$ cat src/rtl/serial_rx_pkg.sv
// Shared definitions for the serial receive path: oversampling ratio,
// default frame length and the receive front-end state encoding.
package serial_rx_pkg;

  // Must match the input width of the downstream majority voter.
  localparam int SAMPLES_PER_BIT        = 8;
  localparam int DEFAULT_BITS_PER_FRAME = 10;

  typedef enum logic [1:0] {
    IDLE      = 2'd0,
    COLLECT   = 2'd1,
    WAIT_IDLE = 2'd2
  } rx_state_e;

  function automatic logic is_falling(input logic prev, input logic cur);
    return prev & ~cur;
  endfunction

endpackage

$ cat src/rtl/sample_tick_gen.sv
// Sample-tick divider: one tick every CLKS_PER_SAMPLE clocks, with a
// half-period phase load used to centre sampling on a detected edge.
module sample_tick_gen #(
  parameter int CLKS_PER_SAMPLE = 13
) (
  input  logic clk,
  input  logic rst_n,
  input  logic clear,
  input  logic load_half,
  output logic tick
);

  localparam int CW = (CLKS_PER_SAMPLE > 2) ? $clog2(CLKS_PER_SAMPLE) : 1;
  localparam logic [CW-1:0] LAST = CW'(CLKS_PER_SAMPLE - 1);
  localparam logic [CW-1:0] HALF = CW'(CLKS_PER_SAMPLE / 2);
  // The load cycle itself counts as HALF, so the register takes the value after it.
  localparam logic [CW-1:0] LOAD_VAL = (HALF == LAST) ? {CW{1'b0}} : CW'(CLKS_PER_SAMPLE / 2 + 1);

  logic [CW-1:0] count_r;
  logic [CW-1:0] count_nxt_s;

  // Next count and tick strobe
  always_comb begin
    tick        = 1'b0;
    count_nxt_s = count_r;
    if (load_half) begin
      tick        = (HALF == LAST);
      count_nxt_s = LOAD_VAL;
    end else if (clear) begin
      count_nxt_s = {CW{1'b0}};
    end else if (count_r == LAST) begin
      tick        = 1'b1;
      count_nxt_s = {CW{1'b0}};
    end else begin
      count_nxt_s = count_r + CW'(1);
    end
  end

  // Divider count register
  always_ff @(posedge clk or negedge rst_n) begin
    if (!rst_n) begin
      count_r <= {CW{1'b0}};
    end else begin
      count_r <= count_nxt_s;
    end
  end

endmodule

$ cat src/rtl/oversample_window.sv
// Receive front end: synchronises rx_in, aligns to the start-bit falling edge
// and emits one 8-sample window per bit with start/stop position flags.
module oversample_window
  import serial_rx_pkg::*;
#(
  parameter int CLKS_PER_SAMPLE = 13,
  parameter int BITS_PER_FRAME  = DEFAULT_BITS_PER_FRAME,
  parameter int SYNC_STAGES     = 2
) (
  input  logic       clk,
  input  logic       rst_n,
  input  logic       en,
  input  logic       rx_in,
  input  logic       abort,
  output logic [7:0] window,
  output logic       window_valid,
  output logic       window_first,
  output logic       window_last,
  output logic       busy
);

  localparam int SPB = SAMPLES_PER_BIT;
  localparam int IW  = $clog2(SPB);
  localparam logic [IW-1:0] LAST_SAMPLE = IW'(SPB - 1);
  localparam logic [3:0]    LAST_BIT    = 4'(BITS_PER_FRAME - 1);

  logic [SYNC_STAGES-1:0] sync_r;
  logic                   prev_r;
  logic                   rx_sync_s;
  logic                   start_s;
  logic                   tick_s;
  logic [SPB-1:0]         shift_s;

  rx_state_e              state_r;
  logic [SPB-1:0]         shreg_r;
  logic [IW-1:0]          sample_idx_r;
  logic [3:0]             bit_idx_r;
  logic [7:0]             window_r;
  logic                   valid_r;
  logic                   first_r;
  logic                   last_r;
  logic                   busy_r;

  assign rx_sync_s = sync_r[SYNC_STAGES-1];
  assign start_s   = (state_r == IDLE) && en && is_falling(prev_r, rx_sync_s);
  assign shift_s   = {rx_sync_s, shreg_r[SPB-1:1]};

  // Line synchroniser and previous-sample flop, both idle-high out of reset
  always_ff @(posedge clk or negedge rst_n) begin
    if (!rst_n) begin
      sync_r <= {SYNC_STAGES{1'b1}};
      prev_r <= 1'b1;
    end else begin
      sync_r <= {sync_r[SYNC_STAGES-2:0], rx_in};
      prev_r <= rx_sync_s;
    end
  end

  sample_tick_gen #(
    .CLKS_PER_SAMPLE(CLKS_PER_SAMPLE)
  ) u_tick (
    .clk      (clk),
    .rst_n    (rst_n),
    .clear    (state_r != COLLECT),
    .load_half(start_s),
    .tick     (tick_s)
  );

  // Frame FSM with registered window, strobe and frame-position outputs
  always_ff @(posedge clk or negedge rst_n) begin
    if (!rst_n) begin
      state_r      <= IDLE;
      shreg_r      <= {SPB{1'b0}};
      sample_idx_r <= {IW{1'b0}};
      bit_idx_r    <= 4'd0;
      window_r     <= 8'h00;
      valid_r      <= 1'b0;
      first_r      <= 1'b0;
      last_r       <= 1'b0;
      busy_r       <= 1'b0;
    end else begin
      valid_r <= 1'b0;
      first_r <= 1'b0;
      last_r  <= 1'b0;
      if (!en) begin
        state_r <= IDLE;
        busy_r  <= 1'b0;
      end else begin
        case (state_r)
          IDLE: begin
            if (start_s) begin
              state_r   <= COLLECT;
              busy_r    <= 1'b1;
              bit_idx_r <= 4'd0;
              // Very short sample periods put the first tick on the start cycle itself.
              if (tick_s) begin
                shreg_r      <= {rx_sync_s, {(SPB-1){1'b0}}};
                sample_idx_r <= IW'(1);
              end else begin
                shreg_r      <= {SPB{1'b0}};
                sample_idx_r <= {IW{1'b0}};
              end
            end else begin
              busy_r <= 1'b0;
            end
          end
          COLLECT: begin
            if (valid_r && abort) begin
              state_r <= IDLE;
              busy_r  <= 1'b0;
            end else if (valid_r && last_r) begin
              if (rx_sync_s) begin
                state_r <= IDLE;
                busy_r  <= 1'b0;
              end else begin
                state_r <= WAIT_IDLE;
                busy_r  <= 1'b1;
              end
            end else begin
              if (valid_r) begin
                bit_idx_r <= bit_idx_r + 4'd1;
              end
              if (tick_s) begin
                shreg_r      <= shift_s;
                sample_idx_r <= sample_idx_r + IW'(1);
                if (sample_idx_r == LAST_SAMPLE) begin
                  window_r <= shift_s;
                  valid_r  <= 1'b1;
                  first_r  <= (bit_idx_r == 4'd0);
                  last_r   <= (bit_idx_r == LAST_BIT);
                end
              end
            end
          end
          WAIT_IDLE: begin
            if (rx_sync_s) begin
              state_r <= IDLE;
              busy_r  <= 1'b0;
            end
          end
          default: begin
            state_r <= IDLE;
            busy_r  <= 1'b0;
          end
        endcase
      end
    end
  end

  assign window       = window_r;
  assign window_valid = valid_r;
  assign window_first = first_r;
  assign window_last  = last_r;
  assign busy         = busy_r;

endmodule

$ cat config.mk
export PLATFORM = sky130hd
export DESIGN_NAME = oversample_window
export DESIGN_NICKNAME = d
export VERILOG_FILES = /design/src/rtl/serial_rx_pkg.sv /design/src/rtl/sample_tick_gen.sv /design/src/rtl/oversample_window.sv
export SDC_FILE = /design/constraint.sdc
export NUM_CORES = 1
export LEC_CHECK = 0
export ABC_AREA = 1
export BUFFER_PORTS_ARGS = -buffer_cell sky130_fd_sc_hd__buf_2
export CELL_PAD_IN_SITES_DETAIL_PLACEMENT = 1
export CELL_PAD_IN_SITES_GLOBAL_PLACEMENT = 1
export CORE_UTILIZATION = 40
export DETAILED_ROUTE_END_ITERATION = 7
export PLACE_DENSITY = 0.73
export SYNTH_ARGS = -nofsm -noshare
export SYNTH_HDL_FRONTEND = slang
export SYNTH_SLANG_ARGS = --single-unit
export TNS_END_PERCENT = 50
$ cat constraint.sdc
create_clock -name clk -period 1.79 [get_ports clk]
set_clock_uncertainty 0.05 [all_clocks]
set_input_delay 0.179 -clock clk [delete_from_list [all_inputs] [get_ports clk]]
set_output_delay 0.179 -clock clk [all_outputs]
set_load 0.01 [all_outputs]
==> results of run 1 <==
[critical path: stages, from the launching register on]
cell and delay [ps]:
dfrtp_1 420, inv_1 90, ha_1 140, nand3_1 160
nor2_1 140, nand4_1 90, buf_4 180, nand2_1 60
nand2_1 50
[cell type report]
cell class,instances,area [sq um],area share [%]
Sequential cell,35,879.6,42.53
Clock buffer,6,72.57,3.509
Timing Repair Buffer,24,170.2,8.227
Multi-Input combinational cell,150,755.7,36.54
Inverter,26,97.59,4.719
Clock inverter,1,30.03,1.452
Tap cell,50,62.56,3.025
[cells by family after synthesis]
kind of cell    Yosys count  share of synthesized area, %
xor+xnor                  3                         1.497
buf+inv                  30                         6.843
compound gates            4                         1.140
flops                    35                         50.11
fa+ha+maj                 7                         4.989
simple gates            136                         35.42
[layout by cell type, fill, tap and decap left out]
cell,count
nor2_2,2
o21ai_0,3
dfrtp_1,32
dlygate4sd3_1,2
xor2_1,1
nand4_1,4
o21ai_1,1
nor2_1,23
nand2_2,3
ha_1,7
nand4_2,1
bufinv_16,1
nand2_1,70
buf_2,16
nand3_1,29
clkbuf_1,1
clkbuf_8,5
dfstp_2,3
nor2_8,1
inv_1,24
buf_12,2
xnor2_1,2
inv_2,2
nor2_4,1
nand3_4,1
buf_4,4
nand3_2,1
[metrics by stage]
step | cells | hold WS (ps) | area, sq um | worst slack (ps)
final | 292 | 188.0 | 2068 | 310.4
after global routing | 292 | 222.6 | 2068 | 143.7
after global placement | 283 | 105.9 | 1946 | 354.2
after floorplan | 215 | -166.6 | 1755 | 455.8
after detailed placement | 283 | 106.7 | 1946 | 310.8
after CTS | 292 | 175.1 | 2068 | 289.1
[metal layers]
metal | track usage, % | up-vias | routed length, um
met3 | 5.000 | 7 | 87
li1 | - | 719 | -
met2 | 33.70 | 12 | 1849
met4 | 5.469 | 0 | 47
met1 | 27.05 | 689 | 2010
met5 | 0 | - | 0
[worst min path at each step]
stage / start / endpoint / slack (ps) / depth (start not counted)
2_1_floorplan: rst_n / bit_idx_r[0]$_DFFE_PN0P_ / -170 / 0
3_3_place_gp: rst_n / window_last$_DFF_PN0_ / 110 / 2
3_5_place_dp: rst_n / bit_idx_r[1]$_DFFE_PN0P_ / 110 / 2
4_1_cts: en / busy$_DFFE_PN0P_ / 180 / 3
5_1_grt: en / busy$_DFFE_PN0P_ / 220 / 3
6_report: en / busy$_DFFE_PN0P_ / 190 / 3
[state kept, by name, indices dropped and copies added, names as in the netlist]
register and count:
window 8, shreg_r 7, bit_idx_r 4, u_tick.count_r 4, sample_idx_r 3, state_r 2
sync_r 2, busy 1, prev_r 1, window_first 1, window_last 1, window_valid 1
[power by group]
part	total, mW	switching [mW]	leakage [nW]	internal [mW]
clock network	0.692	0.284	0.0513	0.408
registers	0.857	0.0333	0.474	0.824
logic	0.202	0.131	0.629	0.0712
==> reports/metrics.yaml, run 1 <==
outcome:
  run_status: "complete, no violations"
routing:
  viasPerCell: 4.887
  routed_wl_um: 3995
  remaining_drc_errors: 0
  vias: 1427
  wl_per_cell_um: 13.68
  postRouteAntennaNets: 0
  drtPass1Iterations: 4
  drt_iter0_markers: 74
setup_path:
  startpoint_type: "flip-flop"
  ff2ff_path_depth: 8
  cp-endpoint: "window[4]$_DFFE_PN0P_"
  worst-setup-path-type: "flip-flop to flip-flop"
  crit_path_start: "u_tick.count_r[0]$_DFF_PN0_"
  cp_data_required_time_ps: 1920
  r2r_end: "window[4]$_DFFE_PN0P_"
  timing.rr.start: "u_tick.count_r[0]$_DFF_PN0_"
  r2r_slack_ps: 310
  worstPathArrival_ps: 1610
  critPathCaptureType: "flip-flop"
  critPathMaxFanout: 8
finish:
  diodes: 0
  nNetsFinal: 254
  fillCellCount: 524
  syn_to_final_growth_pct: 17.82
  utilization_pct: 50.26
  drive_above_1_share_pct: 17.77
yosys:
  async_reset_ff_share_pct: 100.0
  synth_edf_count: 0
  synth_area_sq_mm: 0.001755
  ys_seq_area_share_pct: 50.11
  yosysMostFrequentCell: "nand2_1"
  synth_area_leaders: "dfrtp_1, nand2_1, nand3_1"
  synth_cells: 215
  synth_ff_type: "dfrtp_1"
  synth_top_area_share_pct: 45.62
  synth.distinct_cells: 22
  synth_commonest_cells: "nand2_1, dfrtp_1, nand3_1"
  yosysTopAreaCell: "dfrtp_1"
  syn_nets: 227
  yosys_warnings: 0
  synth.avg_cell_area_sq_um: 8.165
  synth-seq-cells: 35
timing:
  drv_slew: 0
  rsz0062_at_grt: "no"
  setup_viol: 0
  period_minus_slack_ps: 1480
  tns_ps: 0
  worst_pin_slew_ps: 258.1
  hold_violations: 0
  period_share_pct: 82.66
  relSlewSlack_pct: 82.79
  max_freq_ghz: 0.6759
power_and_ir_drop:
  leakage_nw: 1.154
  vdd_ir_drop_max_mv: 0.4809
  power_density_mw_per_mm2: 846.8
  p_total_mw: 1.751
global_route:
  grt_max_degree: 36
  grt.overflow.total: 0
  antenna_found_initial: 0
  grt_pass1_vias: 1499
  grt_pass1_wl_um: 7065
  grtUsageTotal_pct: 20.63
placed_design:
  io_buffers: 16
  dp_hpwl_um: 2903
  place_congestion: 0.7821
floorplan:
  io_pins: 17
  die_area_sq_mm: 0.004657
  die_x_um: 68.25
  core_area_sq_mm: 0.004115
  die_y_um: 68.25
  initial_utilization_pct: 42.66
  rows: 23
run:
  drv_cap: 0
clock_tree:
  clkTransAtPathRegs_ps: 70
  ctsHoldBuffers: 2
  cts_setup_buffers: 0
  cts_tree: "yes"
  cts_buffers: 5
  cts_root_buffer: "clkbuf_8"
  cts_resized: 0
  clkLatencyLatePin_ps: 290
  cts_sinks: 35
  clockBufferDepth: 2
  ctsHtreeMaxLevel: 2
hold_path:
  hold_path_class: "input pin to flip-flop"
(Power assumes the default switching activity.)
==> run 2, diff against run 1 <==
==> constraint.sdc (replaced) <==
create_clock -name clk -period 1.44 [get_ports clk]
set_clock_uncertainty 0.05 [all_clocks]
set_input_delay 0.144 -clock clk [delete_from_list [all_inputs] [get_ports clk]]
set_output_delay 0.144 -clock clk [all_outputs]
set_load 0.01 [all_outputs]
==> reports/metrics.yaml, run 2 (synthesis results as in run 1) <==
clock_tree:
  cts_root_buffer: "clkbuf_8"
  cts_buffers: 5  # unchanged
  clkLatencyLatePin_ps: 290  # about the same
  clockBufferDepth: 2  # unchanged
  cts_sinks: 35  # unchanged
  clkTransAtPathRegs_ps: 70  # about the same
  ctsHtreeMaxLevel: 2  # unchanged
  cts_tree: "yes"
timing:
  period_minus_slack_ps: 1462  # -17.49 ps
  tns_ps: -27.13  # -27.13 ps
  rsz0062_at_grt: "yes"
  whs_ps: 155.7  # -32.32 ps
  relSlewSlack_pct: 69.24  # -14 points
  setup_viol: 2  # +2
  setup_ws_ps: -22.11  # -332.5 ps
  hold_violations: 0  # unchanged
  period_share_pct: 101.5  # +19 points
  max_freq_ghz: 0.6839  # +1.2%
  worst_pin_slew_ps: 461.4  # +203.2 ps
  drv_slew: 0  # unchanged
finish:
  drive_above_1_share_pct: 33.59  # +16 points
  utilization_pct: 56.92  # +6.7 points
  nNetsFinal: 270  # +6.3%
  instances_no_fill: 309  # +5.8%
  syn_to_final_growth_pct: 33.43
  mostFrequentLayoutCell: "nand2_1"
  largest_reg_flops: 8  # unchanged
  final_cell_mix: "nand2_1, dfrtp_1, inv_1"
  diodes: 0  # unchanged
  final_area_sq_mm: 0.002342  # +13%
floorplan:
  core_area_sq_mm: 0.004115  # unchanged
  die_x_um: 68.25  # unchanged
  rows: 23  # unchanged
  die_y_um: 68.25  # unchanged
  io_pins: 17  # unchanged
  initial_utilization_pct: 42.66  # unchanged
  die_area_sq_mm: 0.004657  # unchanged
placed_design:
  dp_hpwl_um: 3009  # +3.7%
  placement.cell_area_sq_mm: 0.002021  # +3.9%
  dp.cells: 293  # +3.5%
  io_buffers: 16  # unchanged
  place_congestion: 0.7831  # +0.13%
power_and_ir_drop:
  leakage_nw: 1.241  # +7.5%
  vdd_ir_drop_max_mv: 0.5552  # +15%
  power_density_mw_per_mm2: 947.7  # +12%
routing:
  postRouteAntennaNets: 0  # unchanged
  remaining_drc_errors: 0  # unchanged
  vias: 1572  # +10%
  wl_per_cell_um: 15.48  # +13%
  maxUsedRoutingLayer: "met4"
  met3WireLength_um: 114  # +31%
  routed_wl_um: 4784  # +20%
  drtPass1Iterations: 4  # unchanged
  viasPerCell: 5.087  # +4.1%
  wl_met2_um: 2538  # +37%
  drt_iter0_markers: 45  # -39%
  wirelength_met1_um: 2038  # +1.4%
run:
  drv_cap: 0  # unchanged
global_route:
  grt_max_degree: 36  # unchanged
  grt_pass1_wl_um: 7231  # +2.3%
  grt.overflow.total: 0  # unchanged
  grt_pass1_vias: 1639  # +9.3%
  grtUsageTotal_pct: 21.46  # +0.83 points
  antenna_found_initial: 0  # unchanged
setup_path:
  startpoint_type: "flip-flop"
  critPathCaptureType: "flip-flop"
  cp_data_required_time_ps: 1620  # -300 ps
  crit_path_start: "state_r[1]$_DFFE_PN0P_"
  timing.rr.start: "state_r[1]$_DFFE_PN0P_"
  critPathMaxFanout: 5  # -3
  worst-setup-path-type: "flip-flop to flip-flop"
  worstPathArrival_ps: 1640  # +30 ps
outcome:
  run_status: "finished with violations"
  violations: "setup timing"
hold_path:
  hold_path_class: "input pin to flip-flop"
  hp-start: "en"
==> run 2: cell types whose count changed in the layout (fill, tap and decap cells not counted), moves of 3 or more <==
cell,delta
buf_4,+11
nand3_4,+3
ha_1,-3
nand2_1,-3
inv_2,+4
nor2_1,-4
nand3_2,+8
buf_6,+3
inv_1,-4
nand3_1,-10
nor2_2,+3
==> run 2: per-stage QoR <==
stage | setup slack (ps) | power [mW]
floorplan | 105.8 | 1.228
global placement | 26.59 | 1.351
detailed placement | -53.45 | 1.359
CTS | -35.03 | 2.181
global route | -72.78 | 2.306
finish | -22.11 | 2.220
==> run 2: final cells by class <==
type                    count  area (sq um)
fillers                   502          1773
multi-input cells         152         909.6
flip-flops and latches     35         882.1
repair buffers             38         286.5
inverters                  26         97.59
clock buffers               7         96.34
well taps                  50         62.56
clock inverters             1         7.507
==> run 2: final timing paths <==
check,end,slack (ps),depth (start not counted)
min,busy$_DFFE_PN0P_,160,3
max in group asynchronous,sync_r[1]$_DFF_PN1_,600,3
min reg2reg,sync_r[1]$_DFF_PN1_,310,0
max,window_last$_DFF_PN0_,-20,6
min in group asynchronous,bit_idx_r[1]$_DFFE_PN0P_,390,3
max reg2reg,window_last$_DFF_PN0_,-20,6
==> run 2: where the power goes <==
group          total (mW)  leakage (nW)  switching, mW  internal (mW)
clock network       0.817        0.0505          0.382          0.435
registers            1.07         0.471         0.0440           1.02
logic               0.334         0.719          0.199          0.136
total                2.22          1.24          0.625           1.60
==> run 2: worst max-delay path: stages, from the launching register on <==
cell	delay [ps]
dfrtp_2	450
buf_6	140
nor2_4	190
nand3_4	180
nor2_8	220
nand2_4	90
nor2_2	80
==> run 2: repair_timing <==
action	in CTS	in global routing
buffers inserted	0	4
endpoints found under the setup margin	18	27
endpoints found under the hold margin	33	0
gates cloned	0	2
pin swaps	0	17
resized for setup	3	34
hold buffers	2	0
==> run 2: metal layers <==
| layer | up-vias | GRT usage, % |
|---|---|---|
| met5 | - | 0 |
| met2 | 19 | 37.13 |
| met4 | 0 | 11.46 |
| met1 | 784 | 24.82 |
| li1 | 759 | - |
| met3 | 10 | 4.000 |
